<file path="config.mk">
export PLATFORM = sky130hd
export DESIGN_NAME = mem_access_unit
export DESIGN_NICKNAME = d
export VERILOG_FILES = /design/src/rtl/mem_access_unit.sv
export SDC_FILE = /design/constraint.sdc
export NUM_CORES = 1
export LEC_CHECK = 0
export CAP_MARGIN = 20
export CORE_AREA = 2 2 157 159
export CTS_BUF_LIST = sky130_fd_sc_hd__clkbuf_2 sky130_fd_sc_hd__clkbuf_4 sky130_fd_sc_hd__clkbuf_8
export DETAILED_ROUTE_END_ITERATION = 12
export DIE_AREA = 0 0 159 161
export PLACE_DENSITY = 0.82
export SYNTH_ARGS = -nofsm -noshare
export SYNTH_HDL_FRONTEND = slang
export SYNTH_SLANG_ARGS = --single-unit
</file>
<file path="constraint.sdc">
create_clock -name i_clk -period 2.3 [get_ports i_clk]
set_input_delay 0.46 -clock i_clk [delete_from_list [all_inputs] [get_ports i_clk]]
set_output_delay 0.46 -clock i_clk [all_outputs]
set_load 0.1 [all_outputs]
</file>
<file path="src/rtl/mem_access_unit.sv">
// rtl/mem_access_unit.sv - memory-stage load/store unit with an aligned 64-bit data-memory port
// Turns execute-stage results into doubleword requests and returns extended load data.
module mem_access_unit #(
  parameter int DATA_WIDTH = 64,
  parameter int ADDR_WIDTH = 64
) (
  input  logic                  i_clk,
  input  logic                  i_arst,
  input  logic                  i_mem_access,
  input  logic                  i_mem_we,
  input  logic [2:0]            i_func3,
  input  logic [ADDR_WIDTH-1:0] i_addr,
  input  logic [DATA_WIDTH-1:0] i_write_data,
  output logic                  o_stall_mem,
  output logic                  o_dmem_req,
  output logic                  o_dmem_we,
  output logic [ADDR_WIDTH-1:0] o_dmem_addr,
  output logic [DATA_WIDTH-1:0] o_dmem_wdata,
  output logic [7:0]            o_dmem_wstrb,
  input  logic                  i_dmem_ready,
  input  logic                  i_dmem_rvalid,
  input  logic [DATA_WIDTH-1:0] i_dmem_rdata,
  output logic [DATA_WIDTH-1:0] o_load_data,
  output logic                  o_misaligned,
  output logic [3:0]            o_cause
);

  typedef enum logic [1:0] {IDLE, REQ, RESP, DONE} state_t;

  state_t                r_state;
  state_t                w_next;
  logic                  r_dmem_req;
  logic                  r_dmem_we;
  logic [ADDR_WIDTH-1:0] r_dmem_addr;
  logic [DATA_WIDTH-1:0] r_dmem_wdata;
  logic [7:0]            r_dmem_wstrb;
  logic [DATA_WIDTH-1:0] r_load_data;
  logic [1:0]            r_size;
  logic                  r_unsigned;
  logic [2:0]            r_off;

  logic                  w_aligned;
  logic                  w_start;
  logic [7:0]            w_mask;
  logic [DATA_WIDTH-1:0] w_shifted;
  logic [DATA_WIDTH-1:0] w_ext;

  always_comb begin
    w_aligned = 1'b1;
    w_mask    = 8'hFF;
    case (i_func3[1:0])
      2'b00: begin w_aligned = 1'b1;                w_mask = 8'h01; end
      2'b01: begin w_aligned = ~i_addr[0];          w_mask = 8'h03; end
      2'b10: begin w_aligned = (i_addr[1:0] == 2'b00); w_mask = 8'h0F; end
      default: begin w_aligned = (i_addr[2:0] == 3'b000); w_mask = 8'hFF; end
    endcase
  end

  assign w_start      = (r_state == IDLE) & i_mem_access & w_aligned;
  assign o_misaligned = (r_state == IDLE) & i_mem_access & ~w_aligned;
  assign o_cause      = o_misaligned ? (i_mem_we ? 4'd6 : 4'd4) : 4'd0;
  // Stall from the first cycle the access is visible so its operands stay put.
  assign o_stall_mem  = i_mem_access & w_aligned & (r_state != DONE);

  assign w_shifted = i_dmem_rdata >> {r_off, 3'b000};

  always_comb begin
    w_ext = w_shifted;
    case (r_size)
      2'b00: w_ext = r_unsigned ? {{(DATA_WIDTH-8){1'b0}}, w_shifted[7:0]}
                                : {{(DATA_WIDTH-8){w_shifted[7]}}, w_shifted[7:0]};
      2'b01: w_ext = r_unsigned ? {{(DATA_WIDTH-16){1'b0}}, w_shifted[15:0]}
                                : {{(DATA_WIDTH-16){w_shifted[15]}}, w_shifted[15:0]};
      2'b10: w_ext = r_unsigned ? {{(DATA_WIDTH-32){1'b0}}, w_shifted[31:0]}
                                : {{(DATA_WIDTH-32){w_shifted[31]}}, w_shifted[31:0]};
      default: w_ext = w_shifted;
    endcase
  end

  always_ff @(posedge i_clk) begin
    if (i_arst) r_state <= IDLE;
    else        r_state <= w_next;
  end

  always_comb begin
    w_next = r_state;
    case (r_state)
      IDLE: if (w_start) w_next = REQ;
      REQ:  if (i_dmem_ready) w_next = r_dmem_we ? DONE : RESP;
      RESP: if (i_dmem_rvalid) w_next = DONE;
      DONE: w_next = IDLE;
      default: w_next = IDLE;
    endcase
  end

  always_ff @(posedge i_clk) begin
    if (i_arst) begin
      r_dmem_req   <= 1'b0;
      r_dmem_we    <= 1'b0;
      r_dmem_addr  <= '0;
      r_dmem_wdata <= '0;
      r_dmem_wstrb <= 8'h00;
      r_load_data  <= '0;
      r_size       <= 2'b00;
      r_unsigned   <= 1'b0;
      r_off        <= 3'b000;
    end else begin
      if (w_start) begin
        r_dmem_req   <= 1'b1;
        r_dmem_we    <= i_mem_we;
        r_dmem_addr  <= {i_addr[ADDR_WIDTH-1:3], 3'b000};
        r_dmem_wdata <= i_write_data << {i_addr[2:0], 3'b000};
        r_dmem_wstrb <= w_mask << i_addr[2:0];
        r_size       <= i_func3[1:0];
        r_unsigned   <= i_func3[2];
        r_off        <= i_addr[2:0];
      end
      if ((r_state == REQ) && i_dmem_ready) r_dmem_req <= 1'b0;
      if ((r_state == RESP) && i_dmem_rvalid) r_load_data <= w_ext;
    end
  end

  assign o_dmem_req   = r_dmem_req;
  assign o_dmem_we    = r_dmem_we;
  assign o_dmem_addr  = r_dmem_addr;
  assign o_dmem_wdata = r_dmem_wdata;
  assign o_dmem_wstrb = r_dmem_wstrb;
  assign o_load_data  = r_load_data;

endmodule

</file>
==> qor.yml, run 1 <==
timing:
  maxSlewViolCount: 0
  tns_ns: 0
  hold_slack_ns: 0.191
  relSlewSlack: 0.583
  finalHoldViolCount: 0
  rsz0062_at_grt: "false"
  fin_skew_ns: 0.0147
  fin_crit_sh: 0.982
  worst_slack_ns: 0.0419
  max_freq_ghz: 0.443
  min_period_ns: 2.26
  setup_viol: 0
  worstMarginPinSlew_ns: 0.625
die:
  pin_count: 409
  rows: 57
  core_area_um2: 24000
  dieArea_um2: 25600
  fp.dieW_um: 159
  die_y_um: 161
  initial_utilization: 0.452
logic_synthesis:
  synth_edf_count: 0
  synthDistinctLibCells: 54
  synth_seq_cells: 207
  yosysWarnings: 0
  ys.flop_type: "dfxtp_1"
  syn_avg_cell_area_um2: 8.51
  async_flop_share: 0
  synth_area_um2: 10800
  synth-seq-area-share: 0.382
  postSynthCellCount: 1273
critical_path:
  setup.worst_path.start_class: "primary input"
  crit_slowest_cell: "clkdlybuf4s50_1"
  arrival_ns: 1.80
  slowest_delay_ns: 0.44
  worst_ep_required_time_ns: 1.84
  crit_path_cell_trace: "clkdlybuf4s50_1 > o21a_4 > a211o_4 > nor2_4 > buf_12"
  reg2reg_slack_ns: 0.15
  worst_setup_path_end_kind: "output port"
  crit_type: "in2out"
  worstPathMaxFanout: 4
power_and_ir_drop:
  pwr-share-comb: 0.479
  p_switching_mw: 7.25
  p_int_mw: 8.47
  ir_drop_mv: 0.740
  p_total_mw: 15.7
  p_per_area_nw_per_um2: 977
  power_frac_seq: 0.281
  clkPwrFrac: 0.240
  cellLeakagePower_nw: 6.30
  switching_share: 0.461
finish:
  areaGrowthSynthToFinish_pct: 48.5
  drive_above_1_share: 0.258
  fin_util: 0.671
  fin_nets: 1890
  nFillCells: 1940
clock_tree:
  postCtsHoldBufs: 0
  cts_buffers: 38
  cts.clk_slew.worst_paths_ns: 0.06
  clockBufferDepth: 3
  cts_tree: "done"
  worstSkewPairLatency_ns: 0.52
  htreeDepth: 2
  root_buffer: "clkbuf_8"
  cts_num_sinks: 207
place:
  gp_congestion: 0.974
  port_buffers: 403
  place_ws_ns: -0.267
  dpl.hpwl_um: 31900
grt:
  grt_pass1_wl_um: 64900
  grt_pass1_vias: 11600
  overflow: 0
  grt_max_degree: 73
  grt_usage: 0.317
  antenna_found_initial: 5
routing:
  first_iter_violations: 1242
  drtPass1Iterations: 6
  avgRoutedWirePerCell_um: 21.0
  vias: 11700
  drt_drc_violations_left: 0
  drt_wl_total_um: 42700
  vias_per_cell: 5.77
  drtAntennaViolNets: 0
status:
  status: "finished, final reports clean"
job:
  drv_cap: 0
hold_path:
  min_path_type: "in2reg"
## cell families (layout without fill, tap and decap cells)
family / count (synthesis) / count (layout) / synth area share
simple gates: 448 / 448 / 0.179
compound gates: 326 / 326 / 0.212
flops: 207 / 207 / 0.382
mux: 144 / 144 / 0.164
buf+inv: 142 / 573 / 0.0565
fa+ha+maj: 5 / 5 / 0.00577
other cells: 1 / 10 / 0.000346
## state kept, by name (all words and copies together), names as in the netlist
| signal | flops |
|---|---|
| r_off | 3 |
| r_size | 2 |
| r_state | 2 |
| r_unsigned | 1 |
| o_dmem_addr | 61 |
| o_dmem_wstrb | 8 |
| o_dmem_we | 1 |
| o_dmem_wdata | 64 |
| o_dmem_req | 1 |
| o_load_data | 64 |
## per-layer routing
metal | GRT usage | vias to the layer above | wire (µm)
met2 | 0.530 | 684 | 20000
met3 | 0.0693 | 122 | 3880
met5 | 0 | - | 0
li1 | - | 5418 | -
met4 | 0.148 | 0 | 2130
met1 | 0.391 | 5524 | 16700
## cell type report
| class | count | area (µm²) | share of cell area |
|---|---|---|---|
| antenna | 5 | 12.5 | 0.000778 |
| clock buffer | 59 | 737 | 0.0458 |
| clock inverter | 5 | 75.1 | 0.00467 |
| inverter | 7 | 26.3 | 0.00163 |
| multi-input combinational | 928 | 6180 | 0.384 |
| sequential | 207 | 4160 | 0.258 |
| tap | 324 | 405 | 0.0252 |
| timing repair buffer | 502 | 4500 | 0.280 |
## through the flow
stage / instances / cell area [µm²]
3_3_place_gp: 1963 / 15200
6_report: 2037 / 16100
3_5_place_dp: 1963 / 15200
5_1_grt: 2036 / 16100
4_1_cts: 2030 / 16100
2_1_floorplan: 1277 / 10900
## cells in the mapped netlist (all sizes together) (2+ instances only)
master / n / share of area
a311oi: 61 / 0.049
a31oi: 8 / 0.0046
a211o: 10 / 0.0081
inv: 7 / 0.0024
nor2b: 11 / 0.0064
buf: 47 / 0.024
a2bb2oi: 8 / 0.0065
o2bb2ai: 16 / 0.013
o21ai: 5 / 0.0023
nor2: 115 / 0.040
mux4: 25 / 0.052
mux2i: 105 / 0.097
a221oi: 8 / 0.0065
nand3: 9 / 0.0042
ha: 5 / 0.0058
or4: 2 / 0.0014
a211oi: 44 / 0.030
o22ai: 2 / 0.0012
nor3: 11 / 0.0051
mux2: 14 / 0.015
a32oi: 9 / 0.0080
and2: 9 / 0.0052
nand2: 227 / 0.079
dfxtp: 207 / 0.38
or3: 12 / 0.0069
a22o: 8 / 0.0065
o21a: 11 / 0.0076
a21oi: 121 / 0.056
or2: 21 / 0.012
o311a: 7 / 0.0065
a21o: 2 / 0.0014
nand2b: 19 / 0.011
nand4: 6 / 0.0035
clkbuf: 88 / 0.030
## layout by cell type, fill, tap and decap left out, drive strengths merged, types with 9 or more instances in the layout
cell             n
a21oi          121
a311oi          61
dfxtp          207
clkbuf          59
o21a            11
nor2b           11
mux2i          105
a211o           10
nor2           115
nand2b          19
nand3            9
clkdlybuf4s50  196
a32oi            9
nand2          227
mux2            14
a211oi          44
o2bb2ai         16
buf            305
mux4            25
or2             21
nor3            11
or3             12
and2             9
## power groups by stage
stage / Combinational, mW / Sequential [mW] / Clock [mW]
floorplan: 2.22 / 7.52 / 0
global placement: 7.27 / 4.45 / 0
detailed placement: 7.36 / 4.46 / 0
CTS: 7.45 / 4.40 / 3.85
global route: 7.82 / 4.45 / 4.01
finish: 7.53 / 4.41 / 3.78
## worst paths after layout
check | cells after the start | to | start
min | 2 | o_dmem_wdata[18] | i_arst
max reg2reg | 6 | o_load_data[35] | r_off[1]
min reg2reg | 2 | o_dmem_addr[26] | o_dmem_addr[26]
max | 5 | o_stall_mem | i_func3[1]
## worst max-delay path: cells and delay by family
kind	cells	cell delay, ns
AND/OR/NAND/NOR	1	0.11
buffers and inverters	2	0.62
AO/OA/AOI/OAI	2	0.60
## timing repair
item / 4_1_cts / 5_1_grt
gates resized for setup: 12 / 2
pin swaps: 3 / 3
cloned: 0 / 0
buffers inserted: 3 / 3
endpoints found under the hold margin: 0 / 0
endpoints found under the setup margin: 4 / 3
(Power assumes the default switching activity.)
==> inputs of run 2 (changes only) <==
--- a/config.mk
+++ b/config.mk
@@ -6,11 +6,11 @@
 export NUM_CORES = 1
 export LEC_CHECK = 0
 export CAP_MARGIN = 20
-export CORE_AREA = 2 2 157 159
+export CORE_MARGIN = 1
+export CORE_UTILIZATION = 45
 export CTS_BUF_LIST = sky130_fd_sc_hd__clkbuf_2 sky130_fd_sc_hd__clkbuf_4 sky130_fd_sc_hd__clkbuf_8
 export DETAILED_ROUTE_END_ITERATION = 12
-export DIE_AREA = 0 0 159 161
-export PLACE_DENSITY = 0.82
+export PLACE_DENSITY = 0.81
 export SYNTH_ARGS = -nofsm -noshare
 export SYNTH_HDL_FRONTEND = slang
 export SYNTH_SLANG_ARGS = --single-unit
==> run 2 against run 1 <==
Wire length shrank 2.1%. Count of clock-buffer cells in the layout grew 1. Critical endpoint is now o_cause[1]. Highest routed layer unchanged. Via count shrank 0.83%.
==> qor.yml, run 2 (synthesis gave the netlist of run 1 again) <==
status:
  status: "finished, final reports clean"
clock_tree:
  cts_tree: "done"
  root_buffer: "clkbuf_8"
  htreeDepth: 2
  postCtsHoldBufs: 0
  worstSkewPairLatency_ns: 0.52
  cts.clk_slew.worst_paths_ns: 0.06
  cts_buffers: 37
  cts_num_sinks: 207
  clockBufferDepth: 3
finish:
  final_cell_mix: "279 x buf_4, 226 x nand2_1, 204 x dfxtp_1"
  stdcell_area_um2: 16100
  regArea_um2: 4160
  drive_above_1_share: 0.257
  multi_input_area_um2: 6160
  fin_nets: 1889
  layout_commonest_cell: "buf_4"
  areaGrowthSynthToFinish_pct: 48.6
  nFillCells: 1930
timing:
  tns_ns: 0
  worstMarginPinSlew_ns: 1.06
  setup_viol: 0
  rsz0062_at_grt: "false"
  min_period_ns: 2.19
  fin_crit_sh: 0.954
  maxSlewViolCount: 0
  finalHoldViolCount: 0
  relSlewSlack: 0.292
  max_freq_ghz: 0.456
  hold_slack_ns: 0.176
  fin_skew_ns: 0.0224
critical_path:
  setup.worst_path.start_class: "flop"
  arrival_ns: 1.73
  worstPathMaxFanout: 5
  worst_setup_path_end_kind: "output port"
  worst_ep_required_time_ns: 1.84
  crit_type: "reg2out"
grt:
  grt_pass1_wl_um: 62100
  antenna_found_initial: 1
  grt_max_degree: 120
  grt_pass1_vias: 11200
  grt_usage: 0.329
  overflow: 0
routing:
  dr_wl_met3_um: 3920
  vias_per_cell: 5.75
  drtAntennaViolNets: 0
  avgRoutedWirePerCell_um: 20.6
  drtPass1Iterations: 7
  routed-wl-met2_um: 19700
  drt_wl_total_um: 41800
  vias: 11700
  wl_met1_um: 15700
  first_iter_violations: 808
  top_layer: "met4"
  drt_drc_violations_left: 0
die:
  die_y_um: 157
  initial_utilization: 0.460
  fp.dieW_um: 157
  rows: 56
  pin_count: 409
  dieArea_um2: 24700
  core_area_um2: 23500
place:
  port_buffers: 403
  dpl.hpwl_um: 31400
  gp_congestion: 0.994
  placed_area_um2: 15200
hold_path:
  min_path_type: "in2reg"
power_and_ir_drop:
  ir_drop_mv: 0.660
  cellLeakagePower_nw: 6.30
  p_per_area_nw_per_um2: 973
  p_total_mw: 15.7
job:
  drv_cap: 0
## run 2: per-layer routing
layer	vias to the layer above	GRT usage
met2	630	0.540
met4	0	0.202
li1	5410	-
met3	132	0.0705
met5	-	0
met1	5479	0.392
## run 2: through the flow
step / util / worst slack (ns) / instances
6_report: 0.684 / 0.106 / 2028
5_1_grt: 0.684 / 0.0371 / 2028
4_1_cts: 0.684 / -0.00234 / 2028
3_5_place_dp: 0.647 / -0.283 / 1958
3_3_place_gp: 0.647 / -0.206 / 1958
2_1_floorplan: - / -0.103 / 1277
## run 2: area by class of cell
type | count | share of cell area
Antenna cell | 1 | 0.000155
Inverter | 7 | 0.00179
Tap cell | 319 | 0.0248
Sequential cell | 207 | 0.258
Timing Repair Buffer | 502 | 0.282
Multi-Input combinational cell | 928 | 0.383
Clock inverter | 4 | 0.00295
Clock buffer | 60 | 0.0470
## run 2: timing repair
item,CTS,global route
gates resized for setup,11,2
setup endpoints to repair,4,3
pin swaps,4,1
setup buffers,6,0
## run 2: worst paths after layout
path                                       from  cells after the start  slack [ns]                to
worst max-delay path                 r_state[0]                      6        0.11        o_cause[1]
worst min-delay path                     i_arst                      2        0.18  o_dmem_wdata[41]
worst max register to register         r_off[1]                      5        0.12   o_load_data[61]
worst min register to register  o_dmem_addr[39]                      2        0.45   o_dmem_addr[39]
## run 2: worst max-delay path, stage by stage, from the launching register on
cell     delay, ns
dfxtp_1       0.34
inv_2         0.09
ha_4          0.14
nand2_2       0.13
nor2_4        0.17
and2_4        0.17
buf_12        0.17
## run 2: power breakdown
part	internal (mW)	total, mW	switching (mW)	leakage (nW)
logic	2.16	7.51	5.35	4.19
clock network	2.18	3.72	1.54	0.425
registers	4.07	4.42	0.349	1.68
total	8.42	15.7	7.24	6.30
==> RTL change: new RTL, flow settings as in run 2 <==
Set the parameter `ADDR_WIDTH` to 128 (it was 64).
--- a/src/rtl/mem_access_unit.sv
+++ b/src/rtl/mem_access_unit.sv
@@ -2,7 +2,7 @@
 // Turns execute-stage results into doubleword requests and returns extended load data.
 module mem_access_unit #(
   parameter int DATA_WIDTH = 64,
-  parameter int ADDR_WIDTH = 64
+  parameter int ADDR_WIDTH = 128
 ) (
   input  logic                  i_clk,
   input  logic                  i_arst,
Interface: changed (resized i_addr and o_dmem_addr); port bits go from 409 to 537. The function was not compared with the original's and may differ.
==> RTL change against run 2 <==
- maximum frequency rose by 0.29%
- power rose by 26%
- design area rose by 23%
- area after synthesis rose by 20%
- setup slack improved by 0.0064 ns
- sequential cell count rose by 64
- die area rose by 20%
- wire length rose by 28%
- first-iteration DRC count rose by 69%
==> RTL change: results <==
# TYPE chip_impl_metric gauge
chip_impl_metric{name="irDropWorstVdd",unit="V"} 0.000657
chip_impl_info{name="regToRegEndpoint",value="o_load_data[51]"} 1
chip_impl_metric{name="detailedPlace.worstSlack",unit="ns"} -0.305
chip_impl_metric{name="global_route.usage.total",unit="%"} 34.3
chip_impl_metric{name="power.leakage",unit="uW"} 0.00787
chip_impl_metric{name="ys_types",unit=""} 55
chip_impl_metric{name="power_share_of_the_clock_group",unit="%"} 24.1
chip_impl_info{name="critPathSlowestCell",value="sky130_fd_sc_hd__mux4_2"} 1
chip_impl_metric{name="slowest_delay",unit="ns"} 0.50
chip_impl_metric{name="first_iter_violations",unit=""} 1369
chip_impl_info{name="status",value="completed"} 1
chip_impl_metric{name="detailroute.via_count",unit=""} 14500
chip_impl_metric{name="pre_repair_dr_iteration_count",unit=""} 5
chip_impl_metric{name="finalClockSkew",unit="ns"} 0.0145
chip_impl_metric{name="clkLatencyLatePin",unit="ns"} 0.55
chip_impl_metric{name="fillers",unit=""} 2191
chip_impl_info{name="yosys-top-cells-count",value="sky130_fd_sc_hd__nand2_1 (355), sky130_fd_sc_hd__dfxtp_1 (271), sky130_fd_sc_hd__a21oi_1 (185)"} 1
chip_impl_metric{name="crit_path_max_fanout",unit=""} 48
chip_impl_metric{name="drive_above_1_share",unit="%"} 25.8
chip_impl_metric{name="average_footprint_of_a_synthesized_cell",unit="um^2"} 8.39
chip_impl_metric{name="wl_met2",unit="um"} 25300
chip_impl_metric{name="grtUsageMet1",unit="%"} 40.9
chip_impl_metric{name="seqPwrFrac",unit="%"} 28.9
chip_impl_info{name="cpLargestDelayFamily",value="multiplexers"} 1
chip_impl_metric{name="wl",unit="um"} 53700
chip_impl_metric{name="synthToLayoutAreaGrowth",unit="%"} 52.3
chip_impl_metric{name="arrival_time_at_the_worst_endpoint",unit="ns"} 2.59
chip_impl_metric{name="grt_max_degree",unit=""} 110
chip_impl_metric{name="max_freq",unit="MHz"} 457
chip_impl_metric{name="net-switching-power",unit="uW"} 9070
chip_impl_metric{name="dp_hpwl",unit="um"} 40200
chip_impl_info{name="yosys-top-cells-area",value="sky130_fd_sc_hd__dfxtp_1 (42%), sky130_fd_sc_hd__nand2_1 (10%), sky130_fd_sc_hd__mux2i_1 (8.1%), sky130_fd_sc_hd__a21oi_1 (7.1%), sky130_fd_sc_hd__mux4_2 (4.3%)"} 1
chip_impl_info{name="setup.worst_path.start",value="r_off[1]"} 1
-- RTL change: cell count changes after synthesis, sizes merged --
cell    change
nand2     +128
a21oi      +64
dfxtp      +64
clkbuf     +12
buf        +10
-- RTL change: final cells by class --
| type | count | area share, % |
|---|---|---|
| timing repair buffer | 659 | 29.8 |
| clock inverter | 6 | 0.416 |
| antenna | 4 | 0.0505 |
| inverter | 7 | 0.145 |
| clock buffer | 75 | 4.67 |
| sequential | 271 | 27.4 |
| multi-input combinational | 1120 | 35.1 |
| tap | 378 | 2.39 |
-- RTL change: logic make-up after synthesis --
| logic type | share of synthesized area (%) |
|---|---|
| AND/OR/NAND/NOR | 18.6 |
| AO/OA/AOI/OAI | 20.1 |
| flip-flops | 41.7 |
| buffers and inverters | 5.49 |
| multiplexers | 13.6 |
| adder cells (fa/ha/maj) | 0.481 |
| other | 0.0288 |
-- RTL change: repair_timing --
item	in CTS	in global routing
gates cloned	0	0
hold buffers	0	0
resized for setup	10	6
buffers inserted	4	3
pin swaps	2	5
endpoints found under the setup margin	4	4
